<file path="src/rtl/fetch_pc_unit.sv">
// Instruction-fetch front end: owns the PC, drives the synchronous instruction
// memory and hands instructions to decode over valid/ready. A one-entry skid
// buffer absorbs the one-cycle memory read latency under backpressure.
module fetch_pc_unit #(
  parameter int unsigned    PC_W     = 8,
  parameter int unsigned    INSTR_W  = 32,
  parameter logic [PC_W-1:0] RESET_PC = '0
) (
  input  logic               clk,
  input  logic               rst,
  output logic               imem_en,
  output logic [PC_W-1:0]    imem_addr,
  input  logic [INSTR_W-1:0] imem_rdata,
  output logic               if_valid,
  input  logic               if_ready,
  output logic [INSTR_W-1:0] if_instr,
  output logic [PC_W-1:0]    if_pc,
  input  logic               redirect_valid,
  input  logic [PC_W-1:0]    redirect_pc,
  input  logic               halt_req,
  output logic               halted
);

  typedef enum logic {
    ST_RUN  = 1'b0,
    ST_HALT = 1'b1
  } state_e;

  state_e               state_q, state_d;
  logic                 halted_q, halted_d;
  logic [PC_W-1:0]      pc_q, pc_d;
  logic                 inflight_q, inflight_d;
  logic [PC_W-1:0]      tag_q, tag_d;
  logic                 out_valid_q, out_valid_d;
  logic [INSTR_W-1:0]   out_instr_q, out_instr_d;
  logic [PC_W-1:0]      out_pc_q, out_pc_d;
  logic                 skid_valid_q, skid_valid_d;
  logic [INSTR_W-1:0]   skid_instr_q, skid_instr_d;
  logic [PC_W-1:0]      skid_pc_q, skid_pc_d;

  logic xfer;
  logic out_free;

  assign xfer     = out_valid_q & if_ready;
  assign out_free = ~out_valid_q | xfer;

  // Issue only when the returning word is guaranteed a slot (output or skid).
  assign imem_en = (state_q == ST_RUN) & ~redirect_valid & ~skid_valid_q
                 & ~(out_valid_q & ~if_ready & inflight_q);

  assign imem_addr = pc_q;
  assign if_valid  = out_valid_q;
  assign if_instr  = out_instr_q;
  assign if_pc     = out_pc_q;
  assign halted    = halted_q;

  // Next-state: return path, issue, FSM, then redirect overrides everything.
  always_comb begin
    state_d      = state_q;
    pc_d         = pc_q;
    inflight_d   = 1'b0;
    tag_d        = tag_q;
    out_valid_d  = out_valid_q;
    out_instr_d  = out_instr_q;
    out_pc_d     = out_pc_q;
    skid_valid_d = skid_valid_q;
    skid_instr_d = skid_instr_q;
    skid_pc_d    = skid_pc_q;

    // Skid drains ahead of new return data to keep program order.
    if (out_free) begin
      if (skid_valid_q) begin
        out_valid_d  = 1'b1;
        out_instr_d  = skid_instr_q;
        out_pc_d     = skid_pc_q;
        skid_valid_d = inflight_q;
        if (inflight_q) begin
          skid_instr_d = imem_rdata;
          skid_pc_d    = tag_q;
        end
      end else if (inflight_q) begin
        out_valid_d = 1'b1;
        out_instr_d = imem_rdata;
        out_pc_d    = tag_q;
      end else begin
        out_valid_d = 1'b0;
      end
    end else if (inflight_q) begin
      skid_valid_d = 1'b1;
      skid_instr_d = imem_rdata;
      skid_pc_d    = tag_q;
    end

    if (imem_en) begin
      pc_d       = pc_q + PC_W'(1);
      inflight_d = 1'b1;
      tag_d      = pc_q;
    end

    if ((state_q == ST_RUN) && halt_req && !redirect_valid) begin
      state_d = ST_HALT;
    end

    // Redirect squashes everything in flight or buffered and restarts fetch.
    if (redirect_valid) begin
      state_d      = ST_RUN;
      pc_d         = redirect_pc;
      inflight_d   = 1'b0;
      out_valid_d  = 1'b0;
      skid_valid_d = 1'b0;
    end

    halted_d = (state_d == ST_HALT);
  end

  // State registers with synchronous reset.
  always_ff @(posedge clk) begin
    if (rst) begin
      state_q      <= ST_RUN;
      halted_q     <= 1'b0;
      pc_q         <= RESET_PC;
      inflight_q   <= 1'b0;
      tag_q        <= '0;
      out_valid_q  <= 1'b0;
      out_instr_q  <= '0;
      out_pc_q     <= '0;
      skid_valid_q <= 1'b0;
      skid_instr_q <= '0;
      skid_pc_q    <= '0;
    end else begin
      state_q      <= state_d;
      halted_q     <= halted_d;
      pc_q         <= pc_d;
      inflight_q   <= inflight_d;
      tag_q        <= tag_d;
      out_valid_q  <= out_valid_d;
      out_instr_q  <= out_instr_d;
      out_pc_q     <= out_pc_d;
      skid_valid_q <= skid_valid_d;
      skid_instr_q <= skid_instr_d;
      skid_pc_q    <= skid_pc_d;
    end
  end

endmodule

</file>
<file path="config.mk">
export PLATFORM = sky130hd
export DESIGN_NAME = fetch_pc_unit
export DESIGN_NICKNAME = d
export VERILOG_FILES = /design/src/rtl/fetch_pc_unit.sv
export SDC_FILE = /design/constraint.sdc
export NUM_CORES = 1
export LEC_CHECK = 0
export CAP_MARGIN = 10
export CELL_PAD_IN_SITES_DETAIL_PLACEMENT = 1
export CELL_PAD_IN_SITES_GLOBAL_PLACEMENT = 1
export CORE_UTILIZATION = 39
export DETAILED_ROUTE_END_ITERATION = 12
export MAX_ROUTING_LAYER = met4
export PLACE_DENSITY_LB_ADDON = 0.25
export RECOVER_POWER = 50
export SLEW_MARGIN = 20
export SYNTH_ARGS = -nofsm -noshare
export SYNTH_HDL_FRONTEND = slang
export SYNTH_SLANG_ARGS = --single-unit
</file>
<file path="constraint.sdc">
create_clock -name clk -period 4.2 [get_ports clk]
set_clock_uncertainty 0.05 [all_clocks]
set_input_delay 0.84 -clock clk [delete_from_list [all_inputs] [get_ports clk]]
set_output_delay 0.84 -clock clk [all_outputs]
set_load 0.03 [all_outputs]
</file>
Word level (Yosys, flattened, before mapping)
Cells that the tools add are included.

Register bits: 100. Input port bits: 45. Output and inout bits: 51. Word-level logic and storage cells: 51.

$add $sub $neg: 1. Equal/unequal tests: 1. Multiplexer cells: 18. Bitwise logic cells: 13. Reductions and logical operators: 8.

Operators with widths (number): 32-bit two-way mux (5); 8-bit two-way mux (7); 8-bit by 1-bit adder with 8-bit output (second input constant) (1); 1-bit AND (6); 1-bit two-way mux (6); 1-bit NOT (6); 2-bit nonzero test (3); 1-bit logical AND (2); 2-bit inequality test (second input constant) (1); 2-bit AND reduction (1); 2-bit OR reduction (1); 1-bit logical NOT (1); 1-bit bitwise OR (1).

Depth between registers and ports, before layout
Depth after elaboration: 7. Gate-level depth with buffers: 7. Gate-level depth less buffers: 5.

Worst setup path after synthesis
OpenSTA, ideal clock, no wires.

Path type: input to output. Start: input redirect_valid. End: output imem_en. Arrival time: 1555 ps. Data required time: 3310 ps. Setup slack: 1755 ps. Cell stages on the path: 5. Path buffers: 2. Cell sequence: buf_6 -> nor3_4 -> nand2_2 -> inv_1 -> buf_2.

Cells in the longest elaborated chain, start to end: 4.

Ends and longest elaborated chain: start, declared (RTL line 18) `input logic redirect_valid,`; 1-bit NOT (RTL line 48) `assign imem_en = (state_q == ST_RUN) & ~redirect_valid & ~skid_valid_q`; 1-bit AND (2 in a row) (RTL line 48); 1-bit AND (RTL line 49) `& ~(out_valid_q & ~if_ready & inflight_q);`; end, declared (RTL line 11) `output logic imem_en,`.

No other way between the ends.

Final worst setup path
Start: input if_ready. End: output imem_en.

Cells in the longest elaborated chain, start to end: 5.

Ends and longest elaborated chain: start, declared (RTL line 15) `input logic if_ready,`; 1-bit NOT (RTL line 49); 1-bit AND (2 in a row) (RTL line 49); 1-bit NOT (RTL line 49); 1-bit AND (RTL line 49).

No other way between the ends.

==> flow_summary.ini <==
[layout]
antenna_cells = 0
final_nets = 581
fin_area_um2 = 5180
fillers = 1211
finalCoreUtilization_pct = 52.7
syn2layout_area_growth_pct = 30.2
drive_gt1_share_pct = 4.82

[pwr]
powerDensity_nw_per_um2 = 367
vdd_drop_max_mv = 0.163
combPwrFrac_pct = 15.1
swShare_pct = 26.3
leakagePower_nw = 1.72
switching_power_mw = 0.500
p_seq_share_pct = 53.3
pwr-share-clk_pct = 31.6
p_int_mw = 1.40
power_mw = 1.90

[clocking]
cts_buffer_depth = 2
numClockSinks = 100
clkTransAtPathRegs_ps = 90
cts-root-buf = clkbuf_8
clk_latency_ps = 350
holdBufCountCts = 0
post_cts_buffers = 0
cts_buffers = 9
cts.htree.levels = 3
cts.repair.resized = 0
cts_tree = done

[routing]
num_vias = 3454
wl_per_cell_um = 14.9
met2RoutedLength_um = 5080
drt-initial-drc-count = 84
antenna_left = 0
highest_layer = met4
wl_met1_um = 4410
vias_per_cell = 5.14
drt-total-wl_um = 10000
first_pass_iters = 6
drcViolationCount = 0
wl_met3_um = 435

[synthesis]
syn_area_per_cell_um2 = 8.70
synth_edf_count = 0
synthFlopType = dfxtp_1
synth_top_area_share_pct = 50.4
synth_cells = 457
seq_area_frac_synth_pct = 50.4
syn-num-nets = 503
yosysTopAreaCell = dfxtp_1
synth_cell_types = 38
netlist_area_um2 = 3980
async_flop_share_pct = 0
synth.yosys.warnings = 0
ys_ff_latch = 100
synth_area_leaders = dfxtp_1 50%, mux2i_1 10%, nand2_1 9.5%

[timing]
setup_tns_ps = 0
worst_slew_pin_slew_ps = 2030
slew-limit-headroom_pct = -35.3
fmax_mhz = 289
period_needed_ps = 3470
finalHoldViolCount = 0
finalMaxSlewViolations = 101
final.period_utilization_pct = 82.5
finalSetupViolCount = 0
rsz0062_at_grt = no

[critical_path]
crit_slowest_cell = clkdlybuf4s50_1
endpoint_kind = output port
cpMostUsedCell = clkdlybuf4s50_1
r2r-start = skid_valid_q
crit_fanout = 13
cp_cell_sequence = clkdlybuf4s50_1 > nand3b_1 > nand2_2 > inv_1 > clkdlybuf4s50_1
worstPathRequired_ps = 3310
crit_start = if_ready
crit_path_max_incr_delay_ps = 700
startpoint_type = input port
cp.arrival_ps = 2580
path_class = in -> out

[place]
hpwl_um = 6760
placed_area_um2 = 4990
gp_congestion = 0.836
portBuffers = 95

[floorplanning]
rows = 36
die_h_um = 103
die_w_um = 103
io_pins = 96
dieArea_um2 = 10600
coreArea_um2 = 9820
start_util_pct = 40.5

[global_routing]
antenna_found_initial = 0
grt_pass1_wl_um = 16000
grt_overflow_total = 0
grt_pass1_vias = 3369
track_usage_pct = 19.9
grt_max_degree = 101

[hold_path]
min_from = skid_instr_q[21]
hp-class = reg -> reg

[job]
cap_violations = 1

[run_status]
outcome = finished, violations left
failed_checks = capacitance limit, slew limit
stage by stage:
step / hold WS, ps / instances / setup slack (ps)
after floorplan: 386 / 457 / 1760
after global placement: 391 / 657 / 806
after detailed placement: 398 / 657 / 738
after CTS: 411 / 672 / 740
after global routing: 424 / 672 / 675
final: 409 / 672 / 734
metal layers:
metal,track usage [%],up-vias
met3,4.27,9
met2,33.5,73
li1,-,1738
met5,-,-
met4,5.96,0
met1,23.8,1634
registers in the layout, summed over array words and instances (netlist names):
register	cells
skid_instr_q	32
if_valid	1
tag_q	8
inflight_q	1
skid_pc_q	8
if_pc	8
halted	1
skid_valid_q	1
imem_addr	8
if_instr	32
synth_stat cells (2+ instances only):
cell        n
a211oi_1   43
a21oi_1    53
a31oi_1     2
a32oi_1     2
buf_1       6
buf_2      17
clkbuf_1   11
dfxtp_1   100
inv_1       6
mux2i_1    40
nand2_1   101
nand3_1     4
nor2_1     45
nor3_1      3
logic make-up after synthesis:
logic type	synth area share (%)
buf+inv	4.78
compound gates	17.9
simple gates	16.6
mux	10.1
fa+ha+maj	0.315
flops	50.4
power by group through the flow:
stage,combinational [mW],sequential (mW),clock (mW)
2_1_floorplan,0.0957,1.09,0
3_3_place_gp,0.285,1.03,0
3_5_place_dp,0.294,1.04,0
4_1_cts,0.295,1.01,0.623
5_1_grt,0.310,1.02,0.658
6_report,0.287,1.01,0.600
worst max-delay path: cells and delay by family:
family | cells | cell delay, ps
buffers and inverters | 3 | 1310
and+or+nand+nor | 2 | 420
cell type report:
class | count | area (µm²) | share of cell area [%]
Inverter | 6 | 22.5 | 0.435
Multi-Input combinational cell | 315 | 1790 | 34.7
Sequential cell | 100 | 2000 | 38.7
Tap cell | 133 | 166 | 3.21
Clock buffer | 13 | 149 | 2.88
Timing Repair Buffer | 103 | 1010 | 19.4
Clock inverter | 2 | 35.0 | 0.677
cell usage in the layout (no fill, tap or decap), types with 2 or more instances in the layout:
| cell type | Yosys | final |
|---|---|---|
| nand3_1 | 4 | 4 |
| clkbuf_8 | 0 | 10 |
| a31oi_1 | 2 | 2 |
| nor2_1 | 45 | 45 |
| dfxtp_1 | 100 | 99 |
| mux2i_1 | 40 | 40 |
| nor3_1 | 3 | 3 |
| a21oi_1 | 53 | 53 |
| clkdlybuf4s50_1 | 0 | 72 |
| dlygate4sd3_1 | 0 | 22 |
| clkbuf_1 | 11 | 3 |
| buf_4 | 1 | 8 |
| a211oi_1 | 43 | 43 |
| a32oi_1 | 2 | 2 |
| nand2_1 | 101 | 101 |
| inv_1 | 6 | 6 |
worst paths after layout:
| path | endpoint | slack (ps) | cells after the start |
|---|---|---|---|
| setup / recovery | imem_en | 730 | 5 |
| hold / removal | skid_instr_q[21] | 410 | 2 |
| setup reg to reg | skid_instr_q[1] | 1940 | 4 |
| hold reg to reg | skid_instr_q[21] | 410 | 2 |
Power figures use the tool's default switching activity.
==> RTL edit, RTL diff (same settings) <==
Change the parameter `INSTR_W` from 32 to 48.
--- a/src/rtl/fetch_pc_unit.sv
+++ b/src/rtl/fetch_pc_unit.sv
@@ -3,7 +3,7 @@
 // buffer absorbs the one-cycle memory read latency under backpressure.
 module fetch_pc_unit #(
   parameter int unsigned    PC_W     = 8,
-  parameter int unsigned    INSTR_W  = 32,
+  parameter int unsigned    INSTR_W  = 48,
   parameter logic [PC_W-1:0] RESET_PC = '0
 ) (
   input  logic               clk,
Interface: changed (resized if_instr and imem_rdata); port bits go from 96 to 128. No check against the original RTL was run, so the function may have changed too.
==> RTL edit against the original RTL <==
- sequential cell count grew 32
- area after synthesis rose by 32%
- setup slack got worse by 0.078 ns
- total power increased by 75%
- final area is 40% higher
- die area increased by 31%
- wire length is 45% higher
- largest power group is now clock
==> RTL edit: results <==
metrics = {
    "yosys": {
        "yosys-top-cells-count": "dfxtp_1, nand2_1, nor2_1",
        "ys_types": 29,
        "synthesis.nets": 650,
        "async_flop_share": 0,
        "avgSynthCellArea_sq_um": 8.91,
        "ys_top_cells_by_area": "dfxtp_1, mux2i_1, a211oi_1, nand2_1, a21oi_1",
        "ys_seq_area_frac": 0.504,
        "synthFlopType": "dfxtp_1",
    },
    "route": {
        "firstDrtPassIters": 4,
        "viasPerCell": 5.15,
        "dr_total_vias": 4518,
        "drt_iter0_markers": 196,
        "drt_wl_total_microns": 14500,
    },
    "place": {
        "dpl_worst_slack_ns": 0.746,
        "dpl.cell_count": 845,
        "port_buffers": 127,
        "gp_congestion": 0.801,
        "hpwl_microns": 9330,
        "dpl_cell_area_sq_mm": 0.00664,
    },
    "critical_path": {
        "rrSetupSlack_ns": 1.11,
        "worstReg2RegStart": "skid_valid_q$_SDFFE_PP0P_",
        "crit_fanout": 7,
        "cp.arrival_ns": 2.65,
        "rr_endpoint": "if_instr[4]$_SDFFE_PP0P_",
        "critPathMaxStageDelay_ns": 0.74,
        "ff2ff_path_depth": 6,
        "crit_path_top_delay_cell": "clkdlybuf4s50_1",
    },
    "min_path": {
        "hold_depth": 2,
        "holdPathEnd": "skid_instr_q[6]$_SDFFE_PP0P_",
        "hp-start": "skid_instr_q[6]$_SDFFE_PP0P_",
    },
    "finish": {
        "drive_gt1_frac": 0.0624,
        "num-nets-final": 754,
    },
    "run_status": {
        "status": "completed",
    },
    "clock_tree": {
        "cts_made_buffers": 17,
        "htreeDepth": 4,
        "cts_max_path_buffers": 2,
        "cts-root-buf": "clkbuf_16",
        "clk_latency_ns": 0.42,
        "clk_pin_slew_ns": 0.06,
    },
    "global_route": {
        "grt_max_degree": 109,
        "grt_usage": 0.222,
        "grt_pass1_wl_microns": 24000,
        "grt_pass1_vias": 4882,
    },
    "pwr": {
        "p_leak_nw": 2.56,
        "ir_drop_mv": 0.262,
    },
    "sta": {
        "tightest_slew_ns": 0.998,
        "fin_worst_hold_slack_ns": 0.405,
    },
    "run": {
        "max-cap-violations": 0,
    },
}
RTL edit: cell types whose count changed in the layout (fill, tap and decap cells not counted), sizes merged, moves of 4 or more:
cell	change
nor2	+25
nor4	+5
dfxtp	+32
clkbuf	+10
nand3	-4
inv	-5
nand2	+15
clkdlybuf4s50	-12
mux2i	+25
xnor2	+6
a211oi	+18
a21oi	+6
dlygate4sd3	+44
RTL edit: worst min-delay path: stages (launching register included):
cell	delay, ns
dfxtp_1	0.31
nand2_1	0.05
a21oi_1	0.05
RTL edit: where the power goes:
| group | internal, mW | switching (mW) |
|---|---|---|
| registers | 1.30 | 0.0349 |
| logic | 0.166 | 0.221 |
| clock network | 1.07 | 0.531 |
| total | 2.54 | 0.787 |
RTL edit: cell type report:
type	instances	area [sq um]
clock buffers	23	498
clock inverters	9	148
well taps	172	215
inverters	1	3.75
flip-flops and latches	132	2650
repair buffers	135	1370
multi-input cells	405	2360
fillers	1416	5640
RTL edit: worst max-delay path by stage:
stage,startpoint,end,slack [ns],cells after the start
6_report,if_ready,imem_en,0.66,4
5_1_grt,if_ready,imem_en,0.48,4
4_1_cts,if_ready,imem_en,0.75,4
3_5_place_dp,if_ready,imem_en,0.75,4
3_3_place_gp,if_ready,imem_en,0.77,4
2_1_floorplan,if_ready,imem_en,1.66,4
RTL edit: logic make-up after synthesis:
kind of cell,count (synthesis),synth area share
adder cells (fa/ha/maj),1,0.00239
flip-flops,132,0.504
XOR/XNOR,6,0.0100
AND/OR/NAND/NOR,206,0.163
buffers and inverters,51,0.0413
AO/OA/AOI/OAI,127,0.155
multiplexers,65,0.124
RTL edit: routing by layer:
layer  wire length, microns  GRT usage
met1                   6210      0.241
met2                   7700      0.397
met3                    373     0.0417
met4                    225     0.0889
met5                      0          -
